## config.mk

```make
export PLATFORM = sky130hd
export DESIGN_NAME = exc_cp0_unit
export DESIGN_NICKNAME = d
export VERILOG_FILES = /design/src/rtl/exc_pkg.sv /design/src/rtl/exc_stage_reg.sv /design/src/rtl/exc_cp0_unit.sv
export SDC_FILE = /design/constraint.sdc
export NUM_CORES = 1
export LEC_CHECK = 0
export ABC_CLOCK_PERIOD_IN_PS = 2400
export CORE_MARGIN = 4
export CORE_UTILIZATION = 33
export DETAILED_ROUTE_END_ITERATION = 8
export GPL_TIMING_DRIVEN = 1
export HOLD_SLACK_MARGIN = 0.08
export PLACE_DENSITY = 0.77
export SETUP_SLACK_MARGIN = 0.2
export SLEW_MARGIN = 20
export SYNTH_ARGS = -nofsm -noshare
export SYNTH_HDL_FRONTEND = slang
export SYNTH_SLANG_ARGS = --single-unit
```

## constraint.sdc

```tcl
create_clock -name clk -period 2.4 [get_ports clk]
set_input_delay 0.48 -clock clk [delete_from_list [all_inputs] [get_ports clk]]
set_output_delay 0.48 -clock clk [all_outputs]
set_load 0.02 [all_outputs]
```

## src/rtl/exc_pkg.sv

```systemverilog
// Shared definitions for the precise-exception / CP0 block: exception codes,
// CP0 register numbers, bit positions and the per-stage exception record.
package exc_pkg;

    localparam logic [4:0] EXC_INT  = 5'd0;
    localparam logic [4:0] EXC_ADEL = 5'd4;
    localparam logic [4:0] EXC_ADES = 5'd5;
    localparam logic [4:0] EXC_RI   = 5'd10;
    localparam logic [4:0] EXC_OV   = 5'd12;

    localparam logic [4:0] CP0_SR    = 5'd12;
    localparam logic [4:0] CP0_CAUSE = 5'd13;
    localparam logic [4:0] CP0_EPC   = 5'd14;
    localparam logic [4:0] CP0_PRID  = 5'd15;

    localparam int SR_IE_BIT     = 0;
    localparam int SR_EXL_BIT    = 1;
    localparam int SR_IM_LSB     = 10;
    localparam int CAUSE_EXC_LSB = 2;
    localparam int CAUSE_IP_LSB  = 10;
    localparam int CAUSE_BD_BIT  = 31;

    localparam logic [1:0] MEM_BYTE = 2'd0;
    localparam logic [1:0] MEM_HALF = 2'd1;
    localparam logic [1:0] MEM_WORD = 2'd2;

    typedef struct packed {
        logic       pend;
        logic [4:0] code;
    } exc_t;

    localparam exc_t EXC_NONE = '0;

    // An exception already recorded by an older stage always wins.
    function automatic exc_t exc_merge(input exc_t older, input logic fault,
                                       input logic [4:0] code);
        exc_t r;
        if (older.pend) begin
            r = older;
        end else begin
            r.pend = fault;
            r.code = fault ? code : 5'd0;
        end
        return r;
    endfunction

endpackage

```

## src/rtl/exc_stage_reg.sv

```systemverilog
// One pipeline-boundary exception register: merges this stage's fault into the
// record coming from older stages, with hold (stall), bubble and flush control.
module exc_stage_reg
    import exc_pkg::*;
(
    input  logic       clk,
    input  logic       reset,
    input  logic       flush,
    input  logic       hold,
    input  logic       bubble,
    input  exc_t       older,
    input  logic       fault,
    input  logic [4:0] fault_code,
    output exc_t       q
);

    exc_t merged;

    assign merged = exc_merge(older, fault, fault_code);

    always_ff @(posedge clk) begin
        if (!reset || flush || bubble) begin
            q <= EXC_NONE;
        end else if (!hold) begin
            q <= merged;
        end
    end

endmodule

```

## src/rtl/exc_cp0_unit.sv

```systemverilog
// Precise-exception controller and CP0 (SR/Cause/EPC/PRId) for the 5-stage
// pipeline; exceptions and interrupts are resolved in M.
module exc_cp0_unit
    import exc_pkg::*;
#(
    parameter int          NUM_INT    = 6,
    parameter logic [31:0] PC_LO      = 32'h0000_3000,
    parameter logic [31:0] PC_HI      = 32'h0000_4FFC,
    parameter logic [31:0] HANDLER_PC = 32'h0000_4180,
    parameter logic [31:0] PRID       = 32'h0000_2017
) (
    input  logic               clk,
    input  logic               reset,
    input  logic               stall,
    input  logic [31:0]        pc_f,
    input  logic               ri_d,
    input  logic               ov_e,
    input  logic               aov_e,
    input  logic               valid_m,
    input  logic [31:0]        pc_m,
    input  logic               bd_m,
    input  logic               mem_rd_m,
    input  logic               mem_wr_m,
    input  logic [1:0]         mem_size_m,
    input  logic [31:0]        addr_m,
    input  logic               mtc0_m,
    input  logic [4:0]         c0_addr_m,
    input  logic [31:0]        c0_wdata_m,
    input  logic               eret_m,
    input  logic [NUM_INT-1:0] hwint,
    output logic               exc_req,
    output logic               clr_fd,
    output logic               clr_de,
    output logic               clr_em,
    output logic               clr_mw,
    output logic [31:0]        redirect_pc,
    output logic [31:0]        c0_rdata,
    output logic [31:0]        epc
);

    exc_t               d_q, e_q, m_q, m_exc;
    logic               f_fault, aov_m, misalign_m, m_fault, int_pend;
    logic [4:0]         exc_code;
    logic [NUM_INT-1:0] ip_q, im_q;
    logic               exl_q, ie_q, bd_q;
    logic [4:0]         exccode_q;
    logic [31:0]        epc_q, epc_base, sr_word, cause_word;
    logic               unused_addr_hi;

    assign unused_addr_hi = ^addr_m[31:2];

    // F -> D
    assign f_fault = (pc_f[1:0] != 2'b00) || (pc_f < PC_LO) || (pc_f > PC_HI);

    exc_stage_reg u_stage_d (
        .clk(clk), .reset(reset), .flush(exc_req), .hold(stall), .bubble(1'b0),
        .older(EXC_NONE), .fault(f_fault), .fault_code(EXC_ADEL), .q(d_q)
    );

    // D -> E
    exc_stage_reg u_stage_e (
        .clk(clk), .reset(reset), .flush(exc_req), .hold(stall), .bubble(1'b0),
        .older(d_q), .fault(ri_d), .fault_code(EXC_RI), .q(e_q)
    );

    // E -> M; the address-overflow flag waits for M to know load vs store
    exc_stage_reg u_stage_m (
        .clk(clk), .reset(reset), .flush(exc_req), .hold(1'b0), .bubble(stall),
        .older(e_q), .fault(ov_e), .fault_code(EXC_OV), .q(m_q)
    );

    always_ff @(posedge clk) begin
        if (!reset || exc_req || stall) begin
            aov_m <= 1'b0;
        end else begin
            aov_m <= aov_e;
        end
    end

    // M: arbitration against interrupts
    assign misalign_m = ((mem_size_m == MEM_HALF) && addr_m[0]) ||
                        ((mem_size_m == MEM_WORD) && (addr_m[1:0] != 2'b00));
    assign m_fault    = (mem_rd_m || mem_wr_m) && (misalign_m || aov_m);
    assign m_exc      = exc_merge(m_q, m_fault, mem_rd_m ? EXC_ADEL : EXC_ADES);

    assign int_pend = ie_q && !exl_q && (|(ip_q & im_q)) && valid_m;
    assign exc_req  = int_pend || (valid_m && m_exc.pend && !exl_q);
    assign exc_code = int_pend ? EXC_INT : m_exc.code;
    assign epc_base = bd_m ? (pc_m - 32'd4) : pc_m;

    assign clr_fd      = exc_req || eret_m;
    assign clr_de      = exc_req || eret_m;
    assign clr_em      = exc_req || eret_m;
    assign clr_mw      = exc_req || eret_m;
    assign redirect_pc = exc_req ? HANDLER_PC : epc_q;
    assign epc         = epc_q;

    // M -> W: CP0 state
    always_ff @(posedge clk) begin
        if (!reset) begin
            ip_q      <= '0;
            im_q      <= '0;
            exl_q     <= 1'b0;
            ie_q      <= 1'b0;
            bd_q      <= 1'b0;
            exccode_q <= 5'd0;
            epc_q     <= 32'd0;
        end else begin
            ip_q <= hwint;
            if (exc_req) begin
                exl_q     <= 1'b1;
                exccode_q <= exc_code;
                bd_q      <= bd_m;
                epc_q     <= {epc_base[31:2], 2'b00};
            end else if (eret_m) begin
                exl_q <= 1'b0;
            end else if (mtc0_m) begin
                if (c0_addr_m == CP0_SR) begin
                    im_q  <= c0_wdata_m[SR_IM_LSB +: NUM_INT];
                    exl_q <= c0_wdata_m[SR_EXL_BIT];
                    ie_q  <= c0_wdata_m[SR_IE_BIT];
                end else if (c0_addr_m == CP0_EPC) begin
                    epc_q <= {c0_wdata_m[31:2], 2'b00};
                end
            end
        end
    end

    always_comb begin
        sr_word                               = '0;
        sr_word[SR_IM_LSB +: NUM_INT]         = im_q;
        sr_word[SR_EXL_BIT]                   = exl_q;
        sr_word[SR_IE_BIT]                    = ie_q;
        cause_word                            = '0;
        cause_word[CAUSE_IP_LSB +: NUM_INT]   = ip_q;
        cause_word[CAUSE_EXC_LSB +: 5]        = exccode_q;
        cause_word[CAUSE_BD_BIT]              = bd_q;
        case (c0_addr_m)
            CP0_SR:    c0_rdata = sr_word;
            CP0_CAUSE: c0_rdata = cause_word;
            CP0_EPC:   c0_rdata = epc_q;
            CP0_PRID:  c0_rdata = PRID;
            default:   c0_rdata = 32'd0;
        endcase
    end

endmodule

```

* Word level (Yosys, flattened, before mapping)
Cells that the tools add are included.
** Word-level totals
- Register bits after elaboration :: 69
- Bits in latches :: 0
- Memory bits (writable) :: 0
- Memory bits (read-only) :: 0
- Bits of input ports :: 153
- Output and inout port bits :: 101
- Word-level logic and storage cells :: 78
- Memories kept :: 0
** Operators by class
- $add $sub $neg :: 1
- $mul :: 0
- Divide/modulo/power cells :: 0
- $lt $le $gt $ge :: 2
- Equality and inequality tests :: 8
- Shift-type cells :: 0
- Multiplexer cells :: 21
- Bitwise operators :: 3
- Reductions and logical operators :: 29
** Operators with widths (number)
- $mux W32 :: 7
- $pmux W32 S4 :: 1
- $gt A32 B15 Y1 const B :: 1
- $lt A32 B14 Y1 const B :: 1
- $sub A32 B3 Y32 const B :: 1
- $eq A5 B4 Y1 const B :: 4
- $mux W6 :: 3
- $logic_or A1 B1 Y1 :: 9
- $logic_and A1 B1 Y1 :: 8
- $mux W4 :: 2
- $reduce_and A4 Y1 :: 2
- $reduce_bool A2 Y1 :: 4
- $and A6 B6 Y6 :: 1
- $mux W3 :: 2
- $reduce_bool A3 Y1 :: 2
- $reduce_or A6 Y1 :: 1
- $mux W1 :: 5
- $mux W5 :: 1
- $eq A2 B1 Y1 const B :: 1
- $eq A2 B2 Y1 const B :: 1
- $logic_not A1 Y1 :: 2
- $ne A2 B1 Y1 const B :: 1
- $ne A2 B2 Y1 const B :: 1
- $not A1 Y1 :: 2
- $reduce_and A2 Y1 :: 1

* Logic depth before layout (Yosys ltp)
Gate-level depths: netlist of the first run.
- Depth after elaboration :: 12
- Mapped depth :: 8
- Gate-level depth less buffers :: 7

* Cells and area by module
Synthesis of the first run repeated with hierarchy kept, for this count alone.
** Unflattened totals
- Cell total of the unflattened synthesis :: 549
- Area total of the unflattened synthesis :: 4569.4 um2
** Modules (own cells, without submodules)
- exc_cp0_unit :: times used 1, cells each 450, area each 3589.7 um2, seq. area each 1021.0 um2
- exc_stage_reg :: times used 3, cells each 33, area each 326.6 um2, seq. area each 120.1 um2

* Least setup slack after synthesis of the first run
OpenSTA, ideal clock, no wires.
- Path kind :: in2reg
- From :: in pc_m[25]
- To :: reg epc_q[30] (netlist: epc[30])
- Setup time :: 0.074 ns
- Arrival :: 2.424 ns
- Required time :: 2.326 ns
- Setup slack :: -0.098 ns
- Stages on the path :: 5
- Buffers on the path :: 0
- Path through :: or4_4 or3_4 or4_4 or4_1 a31oi_1
** On the way
- Word-level cells in the longest chain between the ends :: 3
** Ends and longest elaborated chain
- from (decl) :: RTL line exc_cp0_unit.sv:20 : input logic [31:0] pc_m,
- $sub A32 B3 Y32 :: RTL line exc_cp0_unit.sv:89 : assign epc_base = bd_m ? (pc_m - 32'd4) : pc_m;
- $mux W32 :: RTL line exc_cp0_unit.sv:89
- $mux W32 :: RTL line exc_cp0_unit.sv:110 : if (exc_req) begin
- to (signal assigned) :: RTL line exc_cp0_unit.sv:114 : epc_q <= {epc_base[31:2], 2'b00};
- to (signal assigned) :: RTL line exc_cp0_unit.sv:123 : epc_q <= {c0_wdata_m[31:2], 2'b00};
- to (decl) :: RTL line exc_cp0_unit.sv:47 : logic [31:0] epc_q, epc_base, sr_word, cause_word;
Every way passes these cells.
A chain may end at the register's enable or synchronous reset.

* Worst setup path after layout of the first run
- From :: reg im_q[3]
- To :: out exc_req
** On the way
- Word-level cells in the longest chain between the ends :: 5
** Ends and longest elaborated chain
- from (decl) :: RTL line exc_cp0_unit.sv:44 : logic [NUM_INT-1:0] ip_q, im_q;
- from (signal assigned) :: RTL line exc_cp0_unit.sv:119 : im_q <= c0_wdata_m[SR_IM_LSB +: NUM_INT];
- $and A6 B6 Y6 :: RTL line exc_cp0_unit.sv:86 : assign int_pend = ie_q && !exl_q && (|(ip_q & im_q)) && valid_m;
- $reduce_or A6 Y1 :: RTL line exc_cp0_unit.sv:86
- $logic_and A1 B1 Y1 (2 in series) :: RTL line exc_cp0_unit.sv:86
- $logic_or A1 B1 Y1 :: RTL line exc_cp0_unit.sv:87 : assign exc_req = int_pend || (valid_m && m_exc.pend && !exl_q);
- to (decl) :: RTL line exc_cp0_unit.sv:31 : output logic exc_req,
Every way passes these cells.

==> report_table.html, run 1 <==
<table>
<tr><th>Metric</th><th>Value</th></tr>
<tr><th colspan="2">Worst setup path</th></tr>
<tr><td>Startpoint of the most critical register-to-register path</td><td>im_q[3]$_SDFFE_PN0P_</td></tr>
<tr><td>Critical-path top delay cell</td><td>sky130_fd_sc_hd__o311a_4</td></tr>
<tr><td>Required time of the critical path</td><td>1.92 ns</td></tr>
<tr><td>Source of the critical timing path</td><td>im_q[3]$_SDFFE_PN0P_</td></tr>
<tr><td>Max FO, Critical Path</td><td>3</td></tr>
<tr><td>WP buf/inv</td><td>5</td></tr>
<tr><td>Slowest Stage Delay on Critical Path</td><td>0.40 ns</td></tr>
<tr><td>Critical path capture point type</td><td>output pin</td></tr>
<tr><td>Setup slack of the worst register-to-register path</td><td>-0.10 ns</td></tr>
<tr><td>Largest delay contributor family on the critical path</td><td>compound AO/OA/AOI/OAI gates</td></tr>
<tr><td>Critical-path cell list</td><td>a22o_1 &gt; o311a_4 &gt; a21oi_4 &gt; buf_12 &gt; buf_8 &gt; buf_16 &gt; clkinvlp_4 &gt; buf_6</td></tr>
<tr><td>Startpoint types</td><td>register</td></tr>
<tr><td>Classification of the worst setup path</td><td>reg -&gt; out</td></tr>
<tr><td>Arrival time at the worst endpoint</td><td>2.09 ns</td></tr>
<tr><th colspan="2">Power and ir drop</th></tr>
<tr><td>Leakage power total</td><td>3.14 nW</td></tr>
<tr><td>Tot Pwr</td><td>3.50 mW</td></tr>
<tr><td>Worst-case vdd ir drop</td><td>0.289 mV</td></tr>
<tr><td>Power density relative to cell area</td><td>486 nW/µm²</td></tr>
<tr><th colspan="2">Yosys</th></tr>
<tr><td>Unique masters post-synth</td><td>48</td></tr>
<tr><td>Commonest register cell after synthesis</td><td>sky130_fd_sc_hd__dfxtp_1</td></tr>
<tr><td>Share of synthesized flip-flops with an asynchronous set or reset</td><td>0</td></tr>
<tr><td>Largest family of logic cells by synthesized area</td><td>simple AND/OR/NAND/NOR gates</td></tr>
<tr><td>Post-synthesis sequential element count</td><td>58</td></tr>
<tr><td>Top cell type's share of synthesized area</td><td>0.309</td></tr>
<tr><td>Post-synthesis cell count</td><td>474</td></tr>
<tr><td>Leading post-synthesis cells by cell area</td><td>sky130_fd_sc_hd__dfxtp_1, sky130_fd_sc_hd__and2_1, sky130_fd_sc_hd__mux2i_1, sky130_fd_sc_hd__nand2_1, sky130_fd_sc_hd__mux2_2</td></tr>
<tr><td>Ys Warns</td><td>0</td></tr>
<tr><td>Post-synth EDFFs</td><td>0</td></tr>
<tr><td>Area of the mapped netlist</td><td>3760 µm²</td></tr>
<tr><td>Synth Area in Compound Gates</td><td>0.141</td></tr>
<tr><td>Mean post-synth cell area</td><td>7.94 µm²</td></tr>
<tr><td>Area share of xor/xnor cells in the synthesized design</td><td>0.0582</td></tr>
<tr><td>Post-synthesis share of cell area spent on full adders, half adders and majority gates</td><td>0.00332</td></tr>
<tr><td>Mux share of post-synthesis cell area</td><td>0.119</td></tr>
<tr><td>Sequential-to-total area share from yosys stat</td><td>0.309</td></tr>
<tr><td>Fraction of the mapped netlist area in simple logic gates</td><td>0.321</td></tr>
<tr><td>Cell type contributing the most total cell area after synthesis</td><td>sky130_fd_sc_hd__dfxtp_1</td></tr>
<tr><th colspan="2">Floorplanning</th></tr>
<tr><td>I/O pin cnt</td><td>254</td></tr>
<tr><td>Area of the die</td><td>13200 µm²</td></tr>
<tr><td>Core outline area</td><td>11000 µm²</td></tr>
<tr><td>Initial cell density of the core</td><td>0.343</td></tr>
<tr><td>Die span in y</td><td>115 µm</td></tr>
<tr><td>Number of cell rows</td><td>38</td></tr>
<tr><td>X dimension of the die</td><td>115 µm</td></tr>
<tr><th colspan="2">Run status</th></tr>
<tr><td>Outcome</td><td>complete, but fails checks</td></tr>
<tr><td>Failing checks</td><td>setup timing</td></tr>
<tr><th colspan="2">Routing</th></tr>
<tr><td>Number of vias per cell after detailed routing</td><td>5.11</td></tr>
<tr><td>Met3 routed WL</td><td>981 µm</td></tr>
<tr><td>M1 WL</td><td>6390 µm</td></tr>
<tr><td>DRC Markers</td><td>0</td></tr>
<tr><td>Wirelength, routed</td><td>15600 µm</td></tr>
<tr><td>WL met2</td><td>7780 µm</td></tr>
<tr><td>First drt pass iteration count</td><td>4</td></tr>
<tr><td>Antenna-violating nets left</td><td>0</td></tr>
<tr><td>Highest routing layer actually used</td><td>met4</td></tr>
<tr><td>Total vias in the final route</td><td>4621</td></tr>
<tr><td>Wirelength per Cell</td><td>17.2 µm</td></tr>
<tr><td>DRC violation total after the first TritonRoute iteration</td><td>220</td></tr>
<tr><th colspan="2">Clock network</th></tr>
<tr><td>Clk Latency, worst-skew pair</td><td>0.33 ns</td></tr>
<tr><td>TritonCTS Buffers</td><td>9</td></tr>
<tr><td>CTS sink cnt</td><td>58</td></tr>
<tr><td>CTS tree</td><td>built</td></tr>
<tr><td>Clock buffer depth</td><td>2</td></tr>
<tr><td>Htree depth</td><td>3</td></tr>
<tr><td>Clock-pin slew reported for the worst setup and hold paths after clock tree synthesis</td><td>0.06 ns</td></tr>
<tr><td>Root buffer selected by CTS</td><td>sky130_fd_sc_hd__clkbuf_16</td></tr>
<tr><th colspan="2">Timing</th></tr>
<tr><td>Final Hold Viols</td><td>0</td></tr>
<tr><td>Final count of negative-setup-slack endpoints</td><td>37</td></tr>
<tr><td>Final setup skew</td><td>0.00675 ns</td></tr>
<tr><td>Final worst-path cycle share</td><td>1.07</td></tr>
<tr><td>Tightest hold margin</td><td>0.480 ns</td></tr>
<tr><td>Slew Viols, Final</td><td>0</td></tr>
<tr><td>Final-layout setup total negative slack</td><td>-4.84 ns</td></tr>
<tr><td>RSZ-0062 raised after global routing</td><td>true</td></tr>
<tr><td>Final min period</td><td>2.57 ns</td></tr>
<tr><td>Maximum achievable frequency</td><td>389 MHz</td></tr>
<tr><td>Setup ws final</td><td>-0.174 ns</td></tr>
<tr><th colspan="2">Global routing</th></tr>
<tr><td>Number of global-route vias before repair</td><td>4850</td></tr>
<tr><td>Global-route wire length before repair</td><td>24400 µm</td></tr>
<tr><td>Maximum number of pins on one net before global-route repair</td><td>33</td></tr>
<tr><td>Total overflow reported by the global router</td><td>0</td></tr>
<tr><td>Antenna violations before repair</td><td>0</td></tr>
<tr><td>Tot GR Track Use</td><td>0.234</td></tr>
<tr><th colspan="2">Cells and area</th></tr>
<tr><td>Most common library cell in the layout ignoring fill and taps</td><td>sky130_fd_sc_hd__clkdlybuf4s50_1</td></tr>
<tr><td>Final #Nets</td><td>914</td></tr>
<tr><td>Commonest non-fill, non-tap cells in the layout</td><td>sky130_fd_sc_hd__clkdlybuf4s50_1, sky130_fd_sc_hd__buf_4, sky130_fd_sc_hd__dfxtp_1</td></tr>
<tr><td>Fillers</td><td>894</td></tr>
<tr><td>Area Growth Syn to Fin</td><td>91.1%</td></tr>
<tr><td>Ant. Diodes</td><td>0</td></tr>
<tr><td>Util after Layout</td><td>0.655</td></tr>
<tr><td>Ratio of cells with drive above 1 in the final layout</td><td>0.335</td></tr>
<tr><th colspan="2">Worst hold path</th></tr>
<tr><td>Hold path start</td><td>bd_q$_SDFFE_PN0P_</td></tr>
<tr><td>Kind of path behind the tightest hold check</td><td>reg -&gt; reg</td></tr>
<tr><th colspan="2">Run</th></tr>
<tr><td>Number of max-cap violations</td><td>0</td></tr>
<tr><th colspan="2">Placed design</th></tr>
<tr><td>Port Buffers</td><td>207</td></tr>
<tr><td>HPWL after detailed placement</td><td>11800 µm</td></tr>
<tr><td>Weighted congestion reported at the end of routability-driven placement</td><td>0.910</td></tr>
</table>
-- power breakdown --
group          internal [mW]  leakage [nW]  switching (mW)  total, mW
logic                  0.569          2.51           0.460       1.03
registers               1.03         0.476          0.0600       1.09
clock network          0.906         0.151           0.477       1.38
total                   2.50          3.14           0.997       3.50
-- through the flow --
step / instances / cell area (µm²) / setup WS, ns
4_1_cts: 904 / 7160 / -0.187
2_1_floorplan: 477 / 3820 / -0.0956
3_3_place_gp: 869 / 6560 / -0.635
3_5_place_dp: 869 / 6560 / -0.676
6_report: 905 / 7190 / -0.174
5_1_grt: 905 / 7190 / -0.245
-- layout make-up --
| class | count | area (µm²) | share of cell area |
|---|---|---|---|
| multi-input combinational | 378 | 2670 | 0.371 |
| timing repair buffer | 308 | 2840 | 0.395 |
| clock buffer | 9 | 225 | 0.0313 |
| tap | 140 | 175 | 0.0244 |
| inverter | 5 | 22.5 | 0.00313 |
| clock inverter | 7 | 93.8 | 0.0130 |
| sequential | 58 | 1160 | 0.162 |
-- sequential cells by signal, summed over array words and instances (netlist names) --
signal       count
ie_q             1
ip_q             6
u_stage_e.q      3
im_q             6
bd_q             1
exl_q            1
exccode_q        4
u_stage_d.q      1
aov_m            1
u_stage_m.q      4
epc             30
-- Yosys cell counts (4+ instances only) --
cell and instances:
sky130_fd_sc_hd__nor4_1 12, sky130_fd_sc_hd__nor3_1 16, sky130_fd_sc_hd__nand2b_1 12, sky130_fd_sc_hd__inv_1 5, sky130_fd_sc_hd__buf_4 7, sky130_fd_sc_hd__a21oi_1 24
sky130_fd_sc_hd__mux2_2 14, sky130_fd_sc_hd__and3_1 10, sky130_fd_sc_hd__or4_1 6, sky130_fd_sc_hd__o211a_1 9, sky130_fd_sc_hd__a22oi_1 4, sky130_fd_sc_hd__xnor2_1 17
sky130_fd_sc_hd__mux2i_1 29, sky130_fd_sc_hd__o21ai_0 22, sky130_fd_sc_hd__clkbuf_1 25, sky130_fd_sc_hd__and2_1 54, sky130_fd_sc_hd__nor2_1 28, sky130_fd_sc_hd__nor2b_1 6
sky130_fd_sc_hd__or3_1 8, sky130_fd_sc_hd__nand3_1 4, sky130_fd_sc_hd__nand2_1 55, sky130_fd_sc_hd__dfxtp_1 58, sky130_fd_sc_hd__xor2_1 8
-- worst paths after layout --
path | cells past startpoint | end
setup reg to reg | 11 | im_q[3]$_SDFFE_PN0P_
hold / removal | 2 | bd_q$_SDFFE_PN0P_
setup / recovery | 8 | exc_req
hold reg to reg | 2 | bd_q$_SDFFE_PN0P_
-- metal layers --
| metal | GRT usage | vias up |
|---|---|---|
| met3 | 0.0547 | 34 |
| li1 | - | 2229 |
| met4 | 0.0751 | 0 |
| met1 | 0.284 | 2182 |
| met5 | 0 | - |
| met2 | 0.409 | 176 |
-- logic make-up after synthesis --
family	count (synthesis)
AO/OA/AOI/OAI	81
XOR/XNOR	25
adder cells (fa/ha/maj)	1
buffers and inverters	41
flip-flops	58
multiplexers	43
other	1
AND/OR/NAND/NOR	224
-- what timing repair did --
action                                  4_1_cts  5_1_grt
gates resized for setup                     377       48
endpoints found under the setup margin      104       80
hold buffers                                  0        0
setup buffers                                15        1
cloned                                        4        0
pin swaps                                    18        8
-- worst reg2reg max path, delay by kind of cell, from the launching register on --
kind	cells	cell delay (ns)
AOI/OAI and AO/OA	3	0.84
buffers and inverters	6	0.83
DFF	1	0.32
and+or+nand+nor	1	0.22
muxes	1	0.20
No activity file was read; power rests on OpenSTA's default activity.
==> run 2: changes to the inputs <==
Settings changed: CAP_MARGIN from default to 0.
==> results of run 2 <==
No change in the layout: final DEF, timing and power equal those of run 1.
==> run 3: changes to the inputs <==
Settings changed: CORE_MARGIN 4 to 3.
==> report_table.html, run 3 (synthesized netlist as in run 1, its figures left out) <==
<table>
<tr><th>Metric</th><th>Value</th></tr>
<tr><th colspan="2">Run</th></tr>
<tr><td>Number of max-cap violations</td><td>0</td></tr>
<tr><th colspan="2">Clock network</th></tr>
<tr><td>Htree depth</td><td>3</td></tr>
<tr><td>Clk Latency, worst-skew pair</td><td>0.34 ns</td></tr>
<tr><td>CTS tree</td><td>built</td></tr>
<tr><td>Root buffer selected by CTS</td><td>sky130_fd_sc_hd__clkbuf_16</td></tr>
<tr><td>TritonCTS Buffers</td><td>9</td></tr>
<tr><td>Clock buffer depth</td><td>2</td></tr>
<tr><td>Clock-pin slew reported for the worst setup and hold paths after clock tree synthesis</td><td>0.06 ns</td></tr>
<tr><td>Cts-stage hold buffer count</td><td>0</td></tr>
<tr><td>CTS sink cnt</td><td>58</td></tr>
<tr><th colspan="2">Routing</th></tr>
<tr><td>DRC violation total after the first TritonRoute iteration</td><td>302</td></tr>
<tr><td>First drt pass iteration count</td><td>5</td></tr>
<tr><td>Wirelength, routed</td><td>18500 µm</td></tr>
<tr><td>Total vias in the final route</td><td>4981</td></tr>
<tr><td>Wirelength per Cell</td><td>19.9 µm</td></tr>
<tr><td>Antenna-violating nets left</td><td>0</td></tr>
<tr><td>Number of vias per cell after detailed routing</td><td>5.37</td></tr>
<tr><td>DRC Markers</td><td>0</td></tr>
<tr><th colspan="2">Worst setup path</th></tr>
<tr><td>Critical-path cell list</td><td>a22o_1 &gt; o311a_4 &gt; a21oi_4 &gt; buf_6 &gt; buf_6 &gt; buf_12 &gt; and2_4 &gt; buf_6</td></tr>
<tr><td>Critical-path top delay cell</td><td>sky130_fd_sc_hd__o311a_4</td></tr>
<tr><td>Setup slack of the worst register-to-register path</td><td>-0.02 ns</td></tr>
<tr><td>Required time of the critical path</td><td>1.92 ns</td></tr>
<tr><td>Arrival time at the worst endpoint</td><td>2.11 ns</td></tr>
<tr><td>Slowest Stage Delay on Critical Path</td><td>0.39 ns</td></tr>
<tr><td>Startpoint types</td><td>register</td></tr>
<tr><td>Max FO, Critical Path</td><td>7</td></tr>
<tr><td>Classification of the worst setup path</td><td>reg -&gt; out</td></tr>
<tr><td>Largest delay contributor family on the critical path</td><td>compound AO/OA/AOI/OAI gates</td></tr>
<tr><td>Cell repeated most along the worst path</td><td>sky130_fd_sc_hd__buf_6</td></tr>
<tr><td>WP buf/inv</td><td>4</td></tr>
<tr><td>Critical path capture point type</td><td>output pin</td></tr>
<tr><th colspan="2">Floorplanning</th></tr>
<tr><td>Initial cell density of the core</td><td>0.343</td></tr>
<tr><td>X dimension of the die</td><td>113 µm</td></tr>
<tr><td>Area of the die</td><td>12700 µm²</td></tr>
<tr><td>Core outline area</td><td>11000 µm²</td></tr>
<tr><td>Number of cell rows</td><td>38</td></tr>
<tr><td>I/O pin cnt</td><td>254</td></tr>
<tr><td>Die span in y</td><td>113 µm</td></tr>
<tr><th colspan="2">Timing</th></tr>
<tr><td>Final Hold Viols</td><td>0</td></tr>
<tr><td>Slew Viols, Final</td><td>0</td></tr>
<tr><td>Final setup skew</td><td>0.0111 ns</td></tr>
<tr><td>Least-Margin Pin Slew</td><td>0.647 ns</td></tr>
<tr><td>Final min period</td><td>2.59 ns</td></tr>
<tr><td>Final worst-path cycle share</td><td>1.08</td></tr>
<tr><td>Maximum achievable frequency</td><td>386 MHz</td></tr>
<tr><td>Setup ws final</td><td>-0.192 ns</td></tr>
<tr><td>Tightest hold margin</td><td>0.475 ns</td></tr>
<tr><td>RSZ-0062 raised after global routing</td><td>true</td></tr>
<tr><td>Final-layout setup total negative slack</td><td>-4.43 ns</td></tr>
<tr><td>Rel. slew slack</td><td>0.569</td></tr>
<tr><td>Final count of negative-setup-slack endpoints</td><td>39</td></tr>
<tr><th colspan="2">Cells and area</th></tr>
<tr><td>Ratio of cells with drive above 1 in the final layout</td><td>0.425</td></tr>
<tr><td>Most common library cell in the layout ignoring fill and taps</td><td>sky130_fd_sc_hd__clkdlybuf4s50_1</td></tr>
<tr><td>Commonest non-fill, non-tap cells in the layout</td><td>sky130_fd_sc_hd__clkdlybuf4s50_1, sky130_fd_sc_hd__buf_4, sky130_fd_sc_hd__dfxtp_1</td></tr>
<tr><td>Area Growth Syn to Fin</td><td>112%</td></tr>
<tr><td>Number of flip-flops under the largest register name</td><td>30</td></tr>
<tr><td>Util after Layout</td><td>0.728</td></tr>
<tr><td>Final #Nets</td><td>935</td></tr>
<tr><th colspan="2">Global routing</th></tr>
<tr><td>Met3 Resource Use GR</td><td>0.0529</td></tr>
<tr><td>Total overflow reported by the global router</td><td>0</td></tr>
<tr><td>Tot GR Track Use</td><td>0.266</td></tr>
<tr><td>Global routing's busiest layer</td><td>met2</td></tr>
<tr><td>Number of global-route vias before repair</td><td>5248</td></tr>
<tr><td>Global-route wire length before repair</td><td>27200 µm</td></tr>
<tr><td>Maximum number of pins on one net before global-route repair</td><td>41</td></tr>
<tr><td>Antenna violations before repair</td><td>1</td></tr>
<tr><td>Fraction of met1 tracks used by global routing</td><td>0.299</td></tr>
<tr><td>Routing usage on met2</td><td>0.474</td></tr>
<tr><th colspan="2">Power and ir drop</th></tr>
<tr><td>Internal</td><td>2.68 mW</td></tr>
<tr><td>Sequential group share of total power</td><td>0.287</td></tr>
<tr><td>Clock share of power</td><td>0.378</td></tr>
<tr><td>Switching Fraction</td><td>0.299</td></tr>
<tr><td>Power density relative to cell area</td><td>478 nW/µm²</td></tr>
<tr><td>Leakage power total</td><td>3.53 nW</td></tr>
<tr><td>Proportion of power drawn by combinational gates</td><td>0.335</td></tr>
<tr><td>P_sw</td><td>1.14 mW</td></tr>
<tr><td>Tot Pwr</td><td>3.82 mW</td></tr>
<tr><td>Worst-case vdd ir drop</td><td>0.291 mV</td></tr>
<tr><th colspan="2">Placed design</th></tr>
<tr><td>HPWL after detailed placement</td><td>11400 µm</td></tr>
<tr><td>Port Buffers</td><td>207</td></tr>
<tr><td>Weighted congestion reported at the end of routability-driven placement</td><td>0.890</td></tr>
<tr><th colspan="2">Worst hold path</th></tr>
<tr><td>Kind of path behind the tightest hold check</td><td>reg -&gt; reg</td></tr>
<tr><th colspan="2">Run status</th></tr>
<tr><td>Outcome</td><td>complete, but fails checks</td></tr>
<tr><td>Failing checks</td><td>setup timing</td></tr>
</table>
[run 3: final timing paths]
| path | start | end | cells past startpoint |
|---|---|---|---|
| hold reg to reg | u_stage_e.q[1]$_SDFFE_PP0N_ | u_stage_m.q[1]$_SDFF_PP0_ | 2 |
| setup reg to reg | im_q[2]$_SDFFE_PN0P_ | im_q[5]$_SDFFE_PN0P_ | 11 |
| setup / recovery | im_q[2]$_SDFFE_PN0P_ | redirect_pc[22] | 8 |
| hold / removal | u_stage_e.q[1]$_SDFFE_PP0N_ | u_stage_m.q[1]$_SDFF_PP0_ | 2 |
[run 3: power by group through the flow]
stage / clock (mW) / sequential, mW / combinational, mW
2_1_floorplan: 0 / 1.14 / 0.353
3_3_place_gp: 0 / 1.11 / 0.915
3_5_place_dp: 0 / 1.11 / 0.932
4_1_cts: 1.43 / 1.09 / 1.19
5_1_grt: 1.48 / 1.10 / 1.34
6_report: 1.44 / 1.10 / 1.28
[run 3: through the flow]
stage	cell area, µm²	worst slack (ns)	cells
finish	7990	-0.192	927
global placement	6520	-0.543	865
floorplan	3820	-0.0956	477
global route	7990	-0.213	927
CTS	7780	-0.209	919
detailed placement	6520	-0.635	865
[run 3: cell type report]
cell class	instances	area (µm²)
Fill cell	739	2990
Tap cell	140	175
Clock buffer	10	239
Inverter	5	21.3
Multi-Input combinational cell	378	3050
Timing Repair Buffer	329	3250
Sequential cell	58	1160
Antenna cell	1	2.50
Clock inverter	6	90.1
[run 3: worst register-to-register path, delay by kind of cell, from the launching register on]
family	cells	cell delay, ns
DFF	1	0.32
muxes	1	0.20
buffers and inverters	6	0.78
AOI/OAI and AO/OA	3	0.84
and+or+nand+nor	1	0.23
[run 3: repair_timing]
action,CTS,global route
pin swaps,42,33
gates resized for setup,477,79
gates cloned,9,0
setup endpoints to repair,99,89
endpoints found under the hold margin,0,0
setup buffers,29,7
[run 3: layer usage]
| metal | vias to the layer above | routed length (µm) |
|---|---|---|
| met3 | 76 | 1260 |
| li1 | 2262 | - |
| met1 | 2388 | 6810 |
| met5 | - | 0 |
| met4 | 0 | 1020 |
| met2 | 255 | 9410 |
